[config.mk]
export PLATFORM = sky130hd
export DESIGN_NAME = instruction_fetch_unit_flat
export DESIGN_NICKNAME = d
export VERILOG_FILES = /design/src/rtl/instruction_fetch_unit_if.sv /design/src/rtl/instruction_fetch_unit.sv /design/src/flat_wrapper.sv
export SDC_FILE = /design/constraint.sdc
export NUM_CORES = 1
export LEC_CHECK = 0
export ABC_AREA = 1
export CORE_MARGIN = 8
export CORE_UTILIZATION = 47
export CTS_CLUSTER_DIAMETER = 100
export DETAILED_ROUTE_END_ITERATION = 12
export GPL_ROUTABILITY_DRIVEN = 0
export PLACE_DENSITY = 0.79
export REMOVE_ABC_BUFFERS = 1
export SYNTH_ARGS = -nofsm -noshare
export SYNTH_HDL_FRONTEND = slang
export SYNTH_SLANG_ARGS = --single-unit
[constraint.sdc]
create_clock -name clk -period 4.7 [get_ports clk]
set_input_delay 0.47 -clock clk [delete_from_list [all_inputs] [get_ports clk]]
set_output_delay 0.47 -clock clk [all_outputs]
set_load 0.005 [all_outputs]
[src/rtl/instruction_fetch_unit_if.sv]
// rtl/instruction_fetch_unit_if.sv - instruction memory request/response bundle
interface instruction_fetch_unit_if;
    logic        imem_req;
    logic [31:0] imem_addr;
    logic        imem_gnt;
    logic        imem_rvalid;
    logic [31:0] imem_rdata;

    modport master (
        output imem_req,
        output imem_addr,
        input  imem_gnt,
        input  imem_rvalid,
        input  imem_rdata
    );

    modport slave (
        input  imem_req,
        input  imem_addr,
        output imem_gnt,
        output imem_rvalid,
        output imem_rdata
    );
endinterface

[src/rtl/instruction_fetch_unit.sv]
// rtl/instruction_fetch_unit.sv - PC owner, one-outstanding imem fetcher feeding IF/ID (option: FETCH_MISALIGN_TRAP_EN)
module instruction_fetch_unit #(
    parameter logic [31:0] RESET_PC  = 32'h0000_0000,
    parameter logic [31:0] NOP_INSTR = 32'h0000_0013
) (
    input  logic                      clk,
    input  logic                      rst,
    input  logic                      freeze,
    input  logic                      redirect,
    input  logic [31:0]               redirect_pc,
    instruction_fetch_unit_if.master  bus,
    output logic [31:0]               pc_out,
    output logic [31:0]               instr_out,
    output logic                      instr_valid,
    output logic                      fetch_trap
);

`ifdef FETCH_MISALIGN_TRAP_EN
    typedef enum logic [1:0] {S_REQ, S_WAIT, S_HOLD, S_TRAP} state_t;
`else
    typedef enum logic [1:0] {S_REQ, S_WAIT, S_HOLD} state_t;
`endif

    state_t      state, state_d;
    logic [31:0] pc_q, pc_d;
    logic        kill, kill_d;
    logic        req_q, req_d;
    logic [31:0] skid_pc, skid_instr;
    logic        skid_load;
    logic        hs;
    logic        occ;
    logic        mis;
    logic        in_trap;
    logic [31:0] tgt;

`ifdef FETCH_MISALIGN_TRAP_EN
    logic        trap_q;
    assign mis        = redirect && (redirect_pc[1:0] != 2'b00);
    assign tgt        = redirect_pc;
    assign in_trap    = (state == S_TRAP);
    assign fetch_trap = trap_q;
`else
    // low target bits are dropped: every redirect is forced word aligned
    logic [1:0]  unused_pc_bits;
    assign unused_pc_bits = redirect_pc[1:0];
    assign mis            = 1'b0;
    assign tgt            = {redirect_pc[31:2], 2'b00};
    assign in_trap        = 1'b0;
    assign fetch_trap     = 1'b0;
`endif

    // request is held off while a killed response is still owed by memory
    assign bus.imem_req  = req_q && !kill;
    assign bus.imem_addr = pc_q;
    assign hs            = bus.imem_req && bus.imem_gnt;
    assign occ           = instr_valid && freeze;

    // REQ spends one setup cycle with req low on entry, then requests until granted
    always_comb begin
        state_d   = state;
        pc_d      = pc_q;
        kill_d    = kill;
        req_d     = 1'b0;
        skid_load = 1'b0;
        case (state)
            S_REQ: begin
                if (kill && bus.imem_rvalid) kill_d = 1'b0;
                if (redirect) begin
                    pc_d = tgt;
                    if (hs) kill_d = 1'b1;
                    if (mis)     state_d = state_t'(2'd3);
                    else if (hs) state_d = S_WAIT;
                    else begin
                        state_d = S_REQ;
                        req_d   = 1'b1;
                    end
                end else if (hs) begin
                    state_d = S_WAIT;
                end else begin
                    req_d = 1'b1;
                end
            end
            S_WAIT: begin
                if (bus.imem_rvalid) begin
                    if (kill || redirect) begin
                        kill_d  = 1'b0;
                        if (redirect) pc_d = tgt;
                        state_d = mis ? state_t'(2'd3) : S_REQ;
                    end else if (occ) begin
                        skid_load = 1'b1;
                        pc_d      = pc_q + 32'd4;
                        state_d   = S_HOLD;
                    end else begin
                        pc_d    = pc_q + 32'd4;
                        state_d = S_REQ;
                    end
                end else if (redirect) begin
                    kill_d  = 1'b1;
                    pc_d    = tgt;
                    state_d = mis ? state_t'(2'd3) : S_WAIT;
                end
            end
            S_HOLD: begin
                if (redirect) begin
                    pc_d    = tgt;
                    state_d = mis ? state_t'(2'd3) : S_REQ;
                end else if (!occ) begin
                    state_d = S_REQ;
                end
            end
`ifdef FETCH_MISALIGN_TRAP_EN
            S_TRAP: begin
                if (kill && bus.imem_rvalid) kill_d = 1'b0;
                if (redirect) begin
                    pc_d    = tgt;
                    state_d = mis ? S_TRAP : S_REQ;
                    req_d   = !mis;
                end
            end
`endif
            default: state_d = S_REQ;
        endcase
    end

    // FSM state register
    always_ff @(posedge clk or posedge rst) begin
        if (rst) state <= S_REQ;
        else     state <= state_d;
    end

    // PC, kill flag, skid entry and the IF/ID-facing output register
    always_ff @(posedge clk or posedge rst) begin
        if (rst) begin
            pc_q        <= RESET_PC;
            kill        <= 1'b0;
            req_q       <= 1'b0;
            skid_pc     <= 32'h0;
            skid_instr  <= NOP_INSTR;
            pc_out      <= 32'h0;
            instr_out   <= NOP_INSTR;
            instr_valid <= 1'b0;
`ifdef FETCH_MISALIGN_TRAP_EN
            trap_q      <= 1'b0;
`endif
        end else begin
            pc_q  <= pc_d;
            kill  <= kill_d;
            req_q <= req_d;
            if (skid_load) begin
                skid_pc    <= pc_q;
                skid_instr <= bus.imem_rdata;
            end
            if (redirect) begin
                pc_out      <= mis ? redirect_pc : 32'h0;
                instr_out   <= NOP_INSTR;
                instr_valid <= mis;
`ifdef FETCH_MISALIGN_TRAP_EN
                trap_q      <= mis;
`endif
            end else if (in_trap || occ) begin
                pc_out      <= pc_out;
                instr_out   <= instr_out;
                instr_valid <= instr_valid;
            end else if (state == S_WAIT && bus.imem_rvalid && !kill) begin
                pc_out      <= pc_q;
                instr_out   <= bus.imem_rdata;
                instr_valid <= 1'b1;
            end else if (state == S_HOLD) begin
                pc_out      <= skid_pc;
                instr_out   <= skid_instr;
                instr_valid <= 1'b1;
            end else begin
                pc_out      <= 32'h0;
                instr_out   <= NOP_INSTR;
                instr_valid <= 1'b0;
            end
        end
    end

endmodule

[src/flat_wrapper.sv]
// flat-port wrapper written by rule: the top's interface ports become plain ports
module instruction_fetch_unit_flat 
#(
    parameter logic [31:0] RESET_PC  = 32'h0000_0000,
    parameter logic [31:0] NOP_INSTR = 32'h0000_0013
)
  (clk, rst, freeze, redirect, redirect_pc, pc_out, instr_out, instr_valid, fetch_trap, bus_imem_req, bus_imem_addr, bus_imem_gnt, bus_imem_rvalid, bus_imem_rdata);
  instruction_fetch_unit_if bus_i ();
  input  logic clk;
  input  logic rst;
  input  logic freeze;
  input  logic redirect;
  input  logic [31:0] redirect_pc;
  output logic [31:0] pc_out;
  output logic [31:0] instr_out;
  output logic instr_valid;
  output logic fetch_trap;
  output wire logic [$bits(bus_i.imem_req)-1:0] bus_imem_req;
  output wire logic [$bits(bus_i.imem_addr)-1:0] bus_imem_addr;
  input wire logic [$bits(bus_i.imem_gnt)-1:0] bus_imem_gnt;
  input wire logic [$bits(bus_i.imem_rvalid)-1:0] bus_imem_rvalid;
  input wire logic [$bits(bus_i.imem_rdata)-1:0] bus_imem_rdata;
  assign bus_imem_req = bus_i.imem_req;
  assign bus_imem_addr = bus_i.imem_addr;
  assign bus_i.imem_gnt = bus_imem_gnt;
  assign bus_i.imem_rvalid = bus_imem_rvalid;
  assign bus_i.imem_rdata = bus_imem_rdata;
  instruction_fetch_unit #(.RESET_PC(RESET_PC), .NOP_INSTR(NOP_INSTR)) u_core (.clk(clk), .rst(rst), .freeze(freeze), .redirect(redirect), .redirect_pc(redirect_pc), .bus(bus_i), .pc_out(pc_out), .instr_out(instr_out), .instr_valid(instr_valid), .fetch_trap(fetch_trap));
endmodule
# Word level (Yosys, flattened, before mapping)
# Cells that the tools add are included.
dict set report classes {
  n_reduce_logical 14
  mux 39
  eq_ne 7
  add_sub_neg 1
}
# cell n
set op_table {}
lappend op_table {{two-way mux 32 bit} 11}
lappend op_table {{case mux 32 bit (2 select lines)} 1}
lappend op_table {{adder 32 x 3 -> 32 bit, second input constant} 1}
lappend op_table {{two-way mux 1 bit} 17}
lappend op_table {{two-way mux 2 bit} 8}
lappend op_table {{logical AND 1 bit} 6}
lappend op_table {{inequality test 3 x 2 -> 1 bit, second input constant} 2}
lappend op_table {{inequality test 3 bit, second input constant} 2}
lappend op_table {{case mux 2 bit (3 select lines)} 1}
lappend op_table {{AND reduction 3 bit} 2}
lappend op_table {{nonzero test 2 bit} 2}
lappend op_table {{equality test 2 x 1 -> 1 bit, second input constant} 1}
lappend op_table {{equality test 2 bit, second input constant} 1}
lappend op_table {{zero test 2 bit} 1}
lappend op_table {{inequality test 2 bit, second input constant} 1}
lappend op_table {{case mux 1 bit (2 select lines)} 1}
lappend op_table {{OR reduction 2 bit} 1}
lappend op_table {{zero test 1 bit} 1}
lappend op_table {{logical OR 1 bit} 1}
dict set report totals {
  out_inout_bits 99
  register_bits 165
}

# Longest topological paths before layout
# Gate-level depths: netlist of the first run.
dict set report logic_depth {
  word_depth 6
  depth_mapped 12
}

# Worst setup path after synthesis of the first run
# OpenSTA, ideal clock, no wires.
dict set report synth_path {
  path_kind {in2reg}
  from {in redirect}
  to {reg u_core.skid_pc[0]}
  setup_time_ps 126
  cell_stages 11
  slack_ps 2933
  t_required_ps 4574
  n_path_buf 3
  arrival_ps 1641
  path_cell_list {buf_2 clkinv_2 nand2_2 inv_4 nand2_4 nor2_8 inv_4 nor2_4 buf_6 buf_6 o21ai_0}
}
dict set report synth_between {
  elab_chain_len 4
}
# item line_no
set synth_lines {}
lappend synth_lines {{start, declared} flat_wrapper.sv:12} ;# input logic redirect;
lappend synth_lines {{logical OR 1 bit} instruction_fetch_unit.sv:85} ;# if (kill || redirect) begin
lappend synth_lines {{two-way mux 1 bit} instruction_fetch_unit.sv:85}
lappend synth_lines {{two-way mux 1 bit} instruction_fetch_unit.sv:84} ;# if (bus.imem_rvalid) begin
lappend synth_lines {{two-way mux 1 bit} instruction_fetch_unit.sv:65} ;# case (state)
lappend synth_lines {{end signal, assigned} instruction_fetch_unit.sv:150} ;# skid_pc <= pc_q;
lappend synth_lines {{end, declared} instruction_fetch_unit.sv:28} ;# logic [31:0] skid_pc, skid_instr;
# No other way between the ends.
# A chain may end at the register's enable or synchronous reset.

# Worst setup path in the final report of the first run
dict set report layout_path {
  from {reg u_core.state[1]}
  to {reg u_core.pc_q[9], in the netlist u_core.bus.imem_addr[9]}
}
dict set report layout_between {
  elab_chain_len 3
}
# item line_no
set layout_lines {}
lappend layout_lines {{start, declared} instruction_fetch_unit.sv:24} ;# state_t state, state_d;
lappend layout_lines {{start signal, assigned} instruction_fetch_unit.sv:128} ;# else state <= state_d;
lappend layout_lines {{equality test 2 bit or zero test 2 bit (tied branches)} instruction_fetch_unit.sv:65}
lappend layout_lines {{OR reduction 2 bit (no source line)} n/a}
lappend layout_lines {{case mux 32 bit (2 select lines) or nonzero test 2 bit (tied branches)} n/a}
lappend layout_lines {{end signal, assigned} instruction_fetch_unit.sv:146} ;# pc_q <= pc_d;
lappend layout_lines {{end, declared} instruction_fetch_unit.sv:25} ;# logic [31:0] pc_q, pc_d;
# Parallel ways exist; a longest one is shown, timed or not.

==> flow_metrics.py, run 1 <==
metrics = {
    "clocking": {
        "insertion_delay_ps": 430,
        "holdBufCountCts": 0,
        "cts.clk_slew.worst_paths_ps": 70,
        "post_cts_buffers": 0,
        "clockBufferDepth": 2,
        "cts_sinks": 165,
        "htreeDepth": 4,
        "clockRootBuffer": "clkbuf_16",
        "cts_tree": "built",
        "post_cts_resized": 0,
        "cts_buffers": 17,
    },
    "min_path": {
        "hold_end": "u_core.skid_instr[1]",
        "hp-class": "reg2reg",
        "hold_depth": 2,
        "min_from": "u_core.skid_instr[1]",
    },
    "yosys": {
        "netlist_area_mm2": 0.008366,
        "synth_ff_type": "dfrtp_1",
        "syn_avg_cell_area_um2": 7.612,
        "ys_seq_area_share_pct": 49.45,
        "synth.distinct_cells": 40,
        "netlist_instances": 1099,
        "synth_seq_cells": 165,
        "synth_warnings": 0,
        "synth_edf_count": 0,
        "async_flop_share_pct": 100.0,
    },
    "layout": {
        "insertedDiodeCount": 0,
        "regArea_mm2": 0.004136,
        "multi_input_area_mm2": 0.003498,
        "nNetsFinal": 1309,
        "areaGrowthSynthToFinish_pct": 28.51,
        "fillers": 1541,
        "layout-drive-gt1-share_pct": 7.274,
    },
    "flow_run": {
        "max_cap_violations": 0,
    },
    "power_and_ir_drop": {
        "max-vdd-ir-drop_mv": 0.2653,
        "p_leak_nw": 5.072,
        "power.density_mw_per_mm2": 432.4,
    },
    "grt": {
        "grt_pass1_wl_um": 40340,
        "grt_max_degree": 113,
        "grt_use_total_pct": 22.70,
        "grt_overflow_total": 0,
        "first_global_vias": 7901,
        "antenna_found_initial": 0,
    },
    "worst_setup_path": {
        "ff2ff_setup_slack_ps": 1500,
        "path_buf_inv": 2,
        "cpLargestDelayFamily": "simple AND/OR/NAND/NOR gates",
        "critical_path_class": "reg2reg",
        "worstPathCellList": "nand2_1 -> inv_1 -> nor2_1 -> inv_1 -> o21ai_0 -> a21oi_1",
        "critPathSlowestCell": "nor2_1",
        "slowest_delay_ps": 980,
        "critPathLaunch": "u_core.state[1]",
        "r2r-start": "u_core.state[1]",
        "path_common_cell": "inv_1",
        "critPathRequiredTime_ps": 5000,
        "reg2reg_to": "u_core.bus.imem_addr[9]",
        "critical_path.endpoint_type": "register",
        "critPathArrivalTime_ps": 3500,
        "path_max_fanout": 17,
        "crit_path_start_kind": "register",
        "reg2regPathDepth": 6,
    },
    "sta": {
        "slew-limit-headroom_pct": 23.30,
        "final_hold_viol_count": 0,
        "timing.hold.ws_ps": 470.2,
        "setup_viol": 0,
        "report.final.slew_viol_count": 0,
        "setup_slack_ps": 1501,
        "fin_crit_ps": 3199,
        "tightest_slew_ps": 1146,
        "max_freq_mhz": 312.6,
        "timing.final.crit_share_pct": 68.07,
        "fin_skew_ps": 9.785,
        "rsz0062_at_grt": "no",
    },
    "die": {
        "io_pins": 169,
        "design.die.area_mm2": 0.02232,
        "fp.dieH_um": 149.4,
        "dieWidth_um": 149.4,
        "start_util_pct": 48.20,
        "num_rows": 48,
        "core_area_mm2": 0.01736,
    },
    "detailed_routing": {
        "routedWlPerCell_um": 16.81,
        "drt_iter0_drc": 624,
        "ant_nets": 0,
        "drc_errors": 0,
        "routed_wl_um": 24810,
        "vias_per_cell": 5.364,
        "drt_pass1_iterations": 5,
        "vias": 7917,
    },
    "placed_design": {
        "port_buffers": 165,
        "place_hpwl_um": 16590,
        "place_ws_ps": 1548,
    },
    "outcome": {
        "outcome": "finished, final reports clean",
    },
}
==> cell usage after synthesis (8+ instances only) <==
library cell	n	area [um^2]
buf_2	9	45.04
buf_6	8	90.09
o21ai_0	83	415.4
clkbuf_1	28	105.1
inv_1	110	412.9
dfrtp_1	159	3979
o31ai_1	9	67.56
o21ai_1	32	160.2
o21ai_2	23	201.4
a21oi_1	21	105.1
nor2_1	73	274.0
nand2_1	382	1434
o22ai_1	23	143.9
nand3_1	77	385.4
==> metrics by stage <==
| step | instance area, um^2 | power, W | cells | TNS (ps) | utilization, % |
|---|---|---|---|---|---|
| after global placement | 10100 | 0.003087 | 1444 | 0 | 58.21 |
| after detailed placement | 10100 | 0.003132 | 1444 | 0 | 58.21 |
| final | 10750 | 0.004649 | 1476 | 0 | 61.94 |
| after floorplan | 8075 | 0.002585 | 1045 | -35260 | - |
| after CTS | 10750 | 0.004674 | 1476 | 0 | 61.94 |
| after global routing | 10750 | 0.004918 | 1476 | 0 | 61.94 |
==> logic make-up (layout without fill, tap and decap cells) <==
| logic type | count (synthesis) | after routing | share of synthesized area [%] |
|---|---|---|---|
| XOR/XNOR | 1 | 1 | 0.1047 |
| AND/OR/NAND/NOR | 548 | 548 | 26.56 |
| AO/OA/AOI/OAI | 211 | 211 | 14.84 |
| flip-flops | 165 | 165 | 49.45 |
| adder cells (fa/ha/maj) | 1 | 1 | 0.1495 |
| buffers and inverters | 172 | 324 | 8.854 |
| other | 1 | 1 | 0.04483 |
==> report_power, final <==
part	switching (W)	internal [W]
registers	0.000217	0.00173
logic	0.000658	0.000511
clock network	0.000603	0.000927
total	0.00148	0.00317
==> layer usage <==
layer	global-route usage, %	vias up	wire length [um]
li1	-	3804	-
met2	36.69	318	11680
met1	29.78	3760	10780
met3	5.074	35	1957
met5	0	-	0
met4	7.118	0	402
==> cell usage in the layout (no fill, tap or decap), types with 2 or more instances in the layout <==
master | synthesis | final
nand2_1 | 382 | 381
clkdlybuf4s50_1 | 0 | 165
dfrtp_1 | 159 | 159
inv_1 | 110 | 109
o21ai_0 | 83 | 83
nand3_1 | 77 | 77
nor2_1 | 73 | 72
o21ai_1 | 32 | 32
o21ai_2 | 23 | 23
o22ai_1 | 23 | 23
a21oi_1 | 21 | 21
clkbuf_16 | 0 | 17
o31ai_1 | 9 | 9
buf_4 | 4 | 8
nand2_2 | 5 | 6
a31oi_1 | 6 | 6
dfstp_2 | 6 | 6
o211ai_1 | 5 | 5
inv_2 | 4 | 4
nor2_4 | 3 | 4
inv_6 | 0 | 4
nor3_1 | 4 | 4
bufinv_16 | 0 | 4
clkinv_2 | 2 | 3
clkinvlp_4 | 0 | 3
inv_4 | 2 | 2
o221ai_1 | 2 | 2
a22oi_1 | 2 | 2
clkbuf_8 | 0 | 2
==> worst max path at each step <==
| stage | slack, ps | cells past startpoint | end |
|---|---|---|---|
| after detailed placement | 1550 | 11 | u_core.skid_pc[1] |
| after global routing | 1380 | 6 | u_core.bus.imem_addr[9] |
| after global placement | 1630 | 11 | u_core.skid_instr[31] |
| final | 1500 | 6 | u_core.bus.imem_addr[9] |
| after floorplan | -220 | 1 | u_core.bus.imem_addr[0] |
| after CTS | 1570 | 6 | u_core.bus.imem_addr[13] |
==> layout make-up <==
type	instances	share of cell area [%]
Tap cell	225	2.619
Multi-Input combinational cell	762	32.54
Clock inverter	13	1.804
Clock buffer	19	4.213
Sequential cell	165	38.48
Inverter	118	4.237
Timing Repair Buffer	174	16.11
==> sequential cells by signal, summed over array words and instances (netlist names) <==
signal / cells
u_core.bus.imem_addr: 32
u_core.instr_out: 32
u_core.instr_valid: 1
u_core.kill: 1
u_core.pc_out: 32
u_core.req_q: 1
u_core.skid_instr: 32
u_core.skid_pc: 32
u_core.state: 2
==> worst register-to-register path, delay by kind of cell, from the launching register on <==
kind                   cells  cell delay [ps]
buffers and inverters      2              730
AO/OA/AOI/OAI              2              310
flip-flops                 1              510
AND/OR/NAND/NOR            2             1520
No activity file was read; power rests on OpenSTA's default activity.
==> inputs of run 2 (changes only) <==
--- a/config.mk
+++ b/config.mk
@@ -7,11 +7,11 @@
 export LEC_CHECK = 0
 export ABC_AREA = 1
 export CORE_MARGIN = 8
-export CORE_UTILIZATION = 47
+export CORE_UTILIZATION = 52
 export CTS_CLUSTER_DIAMETER = 100
 export DETAILED_ROUTE_END_ITERATION = 12
 export GPL_ROUTABILITY_DRIVEN = 0
-export PLACE_DENSITY = 0.79
+export PLACE_DENSITY = 0.83
 export REMOVE_ABC_BUFFERS = 1
 export SYNTH_ARGS = -nofsm -noshare
 export SYNTH_HDL_FRONTEND = slang
==> constraint.sdc (replaced) <==
create_clock -name clk -period 2.95 [get_ports clk]
set_input_delay 0.295 -clock clk [delete_from_list [all_inputs] [get_ports clk]]
set_output_delay 0.295 -clock clk [all_outputs]
set_load 0.005 [all_outputs]
==> flow_metrics.py, run 2 (same netlist as run 1, synthesis figures left out) <==
metrics = {
    "clocking": {
        "post_cts_buffers": 0,
        "cts_sinks": 165,
        "cts_buffers": 17,
        "holdBufCountCts": 0,
        "cts.clk_slew.worst_paths_ps": 70,
        "clockRootBuffer": "clkbuf_16",
        "clockBufferDepth": 2,
        "post_cts_resized": 0,
        "cts_tree": "built",
        "insertion_delay_ps": 440,
        "htreeDepth": 4,
    },
    "sta": {
        "slew-limit-headroom_pct": 20.24,
        "tightest_slew_ps": 1192,
        "report.final.slew_viol_count": 0,
        "fin_crit_ps": 2339,
        "rsz0062_at_grt": "no",
        "setup_viol": 0,
        "timing.final.crit_share_pct": 79.30,
        "max_freq_mhz": 427.5,
        "final_hold_viol_count": 0,
        "finalSetupTns_ps": 0,
        "fin_skew_ps": 12.64,
        "timing.hold.ws_ps": 232.7,
        "setup_slack_ps": 610.8,
    },
    "layout": {
        "multi_input_area_mm2": 0.003498,
        "fillers": 1307,
        "layout-drive-gt1-share_pct": 7.631,
        "final_cells": 1475,
        "nNetsFinal": 1316,
        "regArea_mm2": 0.004136,
        "areaGrowthSynthToFinish_pct": 29.05,
        "fin_area_mm2": 0.01080,
        "layout_common_cells": "nand2_1 (381), clkdlybuf4s50_1 (165), dfrtp_1 (159)",
        "final_common_cell": "nand2_1",
    },
    "placed_design": {
        "placed_area_mm2": 0.01019,
        "place_hpwl_um": 17110,
        "dp_cells": 1442,
        "place_ws_ps": 462.7,
        "port_buffers": 165,
    },
    "worst_setup_path": {
        "path_common_cell": "inv_1",
        "slowest_delay_ps": 890,
        "critPathRequiredTime_ps": 3260,
        "critPathArrivalTime_ps": 2650,
        "worstPathCellList": "nand2_1 -> inv_1 -> nor2_1 -> inv_1 -> o21ai_0 -> a21oi_1",
        "critical_path.endpoint_type": "register",
        "path_max_fanout": 15,
        "critical_path_class": "reg2reg",
        "crit_path_start_kind": "register",
        "cpLargestDelayFamily": "simple AND/OR/NAND/NOR gates",
        "critPathSlowestCell": "nor2_1",
        "path_buf_inv": 2,
    },
    "detailed_routing": {
        "routed_wl_um": 25050,
        "vias_per_cell": 5.459,
        "drt_iter0_drc": 704,
        "drt_pass1_iterations": 5,
        "ant_nets": 0,
        "routedWlPerCell_um": 16.98,
        "drc_errors": 0,
        "vias": 8052,
    },
    "outcome": {
        "outcome": "finished, final reports clean",
    },
    "grt": {
        "grt_overflow_total": 0,
        "antenna_found_initial": 0,
        "grt_max_degree": 72,
        "grt_use_met2_pct": 40.61,
        "grt_pass1_wl_um": 40150,
        "grt.met1_usage_pct": 31.33,
        "use_met3_pct": 5.576,
        "grt-busiest-layer": "met2",
        "grt_use_total_pct": 25.13,
        "first_global_vias": 7865,
    },
    "min_path": {
        "hp-class": "in2async",
    },
    "die": {
        "design.die.area_mm2": 0.02040,
        "core_area_mm2": 0.01583,
        "dieWidth_um": 142.8,
        "fp.dieH_um": 142.8,
        "io_pins": 169,
        "num_rows": 46,
        "start_util_pct": 52.85,
    },
    "power_and_ir_drop": {
        "max-vdd-ir-drop_mv": 0.5002,
        "p_leak_nw": 5.112,
        "power.density_mw_per_mm2": 672.8,
    },
    "flow_run": {
        "max_cap_violations": 0,
    },
}
[run 2: changes by cell type in the layout (fill, tap and decap cells not counted)]
cell,previous run,this run
buf_12,1,5
inv_8,1,0
diode_2,0,1
bufinv_16,4,2
clkinv_2,3,6
inv_6,4,2
clkinv_4,1,0
buf_4,8,11
clkbuf_1,0,2
clkinvlp_4,3,1
clkbuf_8,2,5
[run 2: layout make-up]
cell class | instances | share of cell area (%)
Tap cell | 216 | 2.503
Multi-Input combinational cell | 762 | 32.41
Sequential cell | 165 | 38.32
Clock inverter | 8 | 0.8924
Inverter | 118 | 4.219
Antenna cell | 1 | 0.02318
Clock buffer | 24 | 4.648
Timing Repair Buffer | 181 | 16.99
[run 2: final timing paths]
check / end / slack [ps] / from / depth (start not counted)
setup / recovery: u_core.bus.imem_addr[21] / 610 / u_core.state[1] / 6
hold / removal: u_core.instr_out[24] / 230 / rst / 2
setup reg to reg: u_core.bus.imem_addr[21] / 610 / u_core.state[1] / 6
hold reg to reg: u_core.skid_instr[4] / 470 / u_core.skid_instr[4] / 2
max in group asynchronous: u_core.skid_instr[4] / 1980 / rst / 3
min in group clk: u_core.skid_instr[27] / 420 / bus_imem_rdata[27] / 3
[run 2: report_power, final]
group          switching, W  leakage (nW)  internal (W)
logic               0.00106          2.77      0.000832
clock network      0.000905         0.296       0.00136
registers          0.000347          2.05       0.00276
[run 2: routing by layer]
| metal | vias up | part of all wire (%) |
|---|---|---|
| met5 | - | 0 |
| met4 | 0 | 3.5 |
| met3 | 79 | 8.9 |
| met2 | 384 | 47 |
| met1 | 3772 | 41 |
| li1 | 3817 | - |
[run 2: stage by stage]
step	utilization, %	total power (W)
finish	68.21	0.007263
global route	68.19	0.007645
CTS	68.19	0.007282
detailed placement	64.41	0.005008
global placement	64.41	0.004930
floorplan	-	0.004119
[run 2: worst register-to-register path, stage by stage (launching register included)]
cell     delay (ps)
dfrtp_1         510
nand2_1         130
inv_1            60
nor2_1          890
inv_1           290
o21ai_0         280
a21oi_1          70
==> inputs of run 3 (changes only) <==
--- a/config.mk
+++ b/config.mk
@@ -7,11 +7,11 @@
 export LEC_CHECK = 0
 export ABC_AREA = 1
 export CORE_MARGIN = 8
-export CORE_UTILIZATION = 52
+export CORE_UTILIZATION = 47
 export CTS_CLUSTER_DIAMETER = 100
 export DETAILED_ROUTE_END_ITERATION = 12
 export GPL_ROUTABILITY_DRIVEN = 0
-export PLACE_DENSITY = 0.83
+export PLACE_DENSITY = 0.79
 export REMOVE_ABC_BUFFERS = 1
 export SYNTH_ARGS = -nofsm -noshare
 export SYNTH_HDL_FRONTEND = slang
==> constraint.sdc (replaced) <==
create_clock -name clk -period 2 [get_ports clk]
set_input_delay 0.2 -clock clk [delete_from_list [all_inputs] [get_ports clk]]
set_output_delay 0.2 -clock clk [all_outputs]
set_load 0.005 [all_outputs]
==> flow_metrics.py, run 3 (same netlist as run 1, synthesis figures left out) <==
metrics = {
    "sta": {
        "fin_crit_ps": 1883,
        "final_hold_viol_count": 0,
        "tightest_slew_ps": 697.5,
        "report.final.slew_viol_count": 0,
        "finalSetupTns_ps": 0,
        "fin_skew_ps": 9.079,
        "slew-limit-headroom_pct": 53.43,
        "timing.hold.ws_ps": 149.7,
        "timing.final.crit_share_pct": 94.15,
        "rsz0062_at_grt": "no",
        "setup_viol": 0,
        "max_freq_mhz": 531.1,
    },
    "detailed_routing": {
        "routedWlPerCell_um": 16.82,
        "vias_per_cell": 5.372,
        "routed_wl_um": 25350,
        "vias": 8095,
        "drt_pass1_iterations": 6,
        "ant_nets": 0,
        "drt_iter0_drc": 777,
        "drc_errors": 0,
    },
    "die": {
        "start_util_pct": 48.20,
        "design.die.area_mm2": 0.02232,
        "dieWidth_um": 149.4,
        "core_area_mm2": 0.01736,
        "fp.dieH_um": 149.4,
        "io_pins": 169,
        "num_rows": 48,
    },
    "power_and_ir_drop": {
        "power.density_mw_per_mm2": 993.8,
        "max-vdd-ir-drop_mv": 0.7510,
        "switching_share_pct": 31.76,
        "p_int_w": 0.007494,
        "pwr-share-comb_pct": 26.5,
        "net-switching-power_w": 0.003487,
        "power_w": 0.01098,
        "power.share.sequential_pct": 41.6,
        "clockPowerShare_pct": 31.9,
        "p_leak_nw": 5.233,
    },
    "worst_setup_path": {
        "critPathRequiredTime_ps": 2320,
        "reg2regPathDepth": 10,
        "critical_path_class": "reg2reg",
        "reg2reg_to": "u_core.bus.imem_addr[18]",
        "crit_path_start_kind": "register",
        "critical_path.endpoint_type": "register",
        "critPathArrivalTime_ps": 2200,
        "path_max_fanout": 4,
        "r2r-start": "u_core.bus.imem_addr[2]",
        "ff2ff_setup_slack_ps": 120,
    },
    "clocking": {
        "clockRootBuffer": "clkbuf_16",
        "htreeDepth": 4,
        "cts_tree": "built",
        "cts.clk_slew.worst_paths_ps": 70,
        "post_cts_buffers": 0,
        "clockBufferDepth": 2,
        "cts_sinks": 165,
        "holdBufCountCts": 0,
        "cts_buffers": 17,
        "insertion_delay_ps": 430,
        "post_cts_resized": 0,
    },
    "min_path": {
        "hp-class": "in2async",
    },
    "flow_run": {
        "max_cap_violations": 0,
    },
    "placed_design": {
        "port_buffers": 165,
        "place_hpwl_um": 17880,
        "placed_area_mm2": 0.01041,
        "dp_cells": 1475,
    },
    "layout": {
        "layout_common_cells": "nand2_1 (381), clkdlybuf4s50_1 (165), dfrtp_1 (159)",
        "insertedDiodeCount": 0,
        "fin_area_mm2": 0.01105,
        "final_cells": 1507,
        "nNetsFinal": 1340,
        "final_common_cell": "nand2_1",
        "areaGrowthSynthToFinish_pct": 32.08,
        "layout-drive-gt1-share_pct": 9.750,
    },
    "grt": {
        "grt_pass1_wl_um": 41230,
        "first_global_vias": 8092,
        "use_met3_pct": 5.346,
        "grt.met1_usage_pct": 29.79,
        "grt-busiest-layer": "met2",
        "antenna_found_initial": 0,
        "grt_use_met2_pct": 37.21,
        "grt_max_degree": 54,
        "grt_use_total_pct": 23.18,
        "grt_overflow_total": 0,
    },
    "outcome": {
        "outcome": "finished, final reports clean",
    },
}
-- run 3: cell count changes in the layout (fill, tap and decap cells not counted), sizes merged --
cell,before,now
bufinv,2,4
inv,117,120
clkinvlp,1,3
buf,16,40
diode,1,0
clkbuf,24,18
clkinv,6,5
-- run 3: how the worst max path moves through the flow --
stage / startpoint / end / slack (ps)
after floorplan: rst / u_core.bus.imem_addr[0] / -2650
after global placement: redirect / u_core.skid_instr[23] / 40
after detailed placement: redirect / u_core.skid_instr[21] / -20
after CTS: u_core.bus.imem_addr[2] / u_core.bus.imem_addr[22] / 150
after global routing: u_core.bus.imem_addr[2] / u_core.bus.imem_addr[18] / 4
final: u_core.bus.imem_addr[2] / u_core.bus.imem_addr[18] / 120
-- run 3: per-stage QoR --
stage | util (%) | worst slack, ps
5_1_grt | 63.66 | 3.823
3_3_place_gp | 59.98 | 43.70
6_report | 63.66 | 117.1
2_1_floorplan | - | -2652
4_1_cts | 63.60 | 152.0
3_5_place_dp | 59.98 | -24.31
-- run 3: layout make-up --
class                           count  area (um^2)
Clock inverter                     14        198.9
Inverter                          118        455.4
Fill cell                        1470         6307
Sequential cell                   165         4136
Timing Repair Buffer              205         2039
Multi-Input combinational cell    762         3508
Tap cell                          225        281.5
Clock buffer                       18        429.2
-- run 3: critical path, cell delays in order, from the launching register on --
cell and delay (ps):
dfrtp_1 360, ha_1 180, nand2_1 110, nor2_1 220, nand2_1 140, nor2_2 210, nand2_1 130, nor2_1 150
o21ai_0 110, nand2_1 110, nand2_1 50
-- run 3: power by group through the flow --
| stage | Combinational (W) | Clock (W) | Sequential, W |
|---|---|---|---|
| CTS | 0.00292 | 0.00356 | 0.00455 |
| floorplan | 0.00156 | 0 | 0.00452 |
| global placement | 0.00281 | 0 | 0.00458 |
| global route | 0.00326 | 0.00370 | 0.00464 |
| detailed placement | 0.00289 | 0 | 0.00460 |
| finish | 0.00291 | 0.00351 | 0.00457 |
-- run 3: layer usage --
metal  wire, um  vias up
li1           -     3858
met1      10540     3835
met2      12060      341
met3       2009       61
met4        734        0
met5          0        -
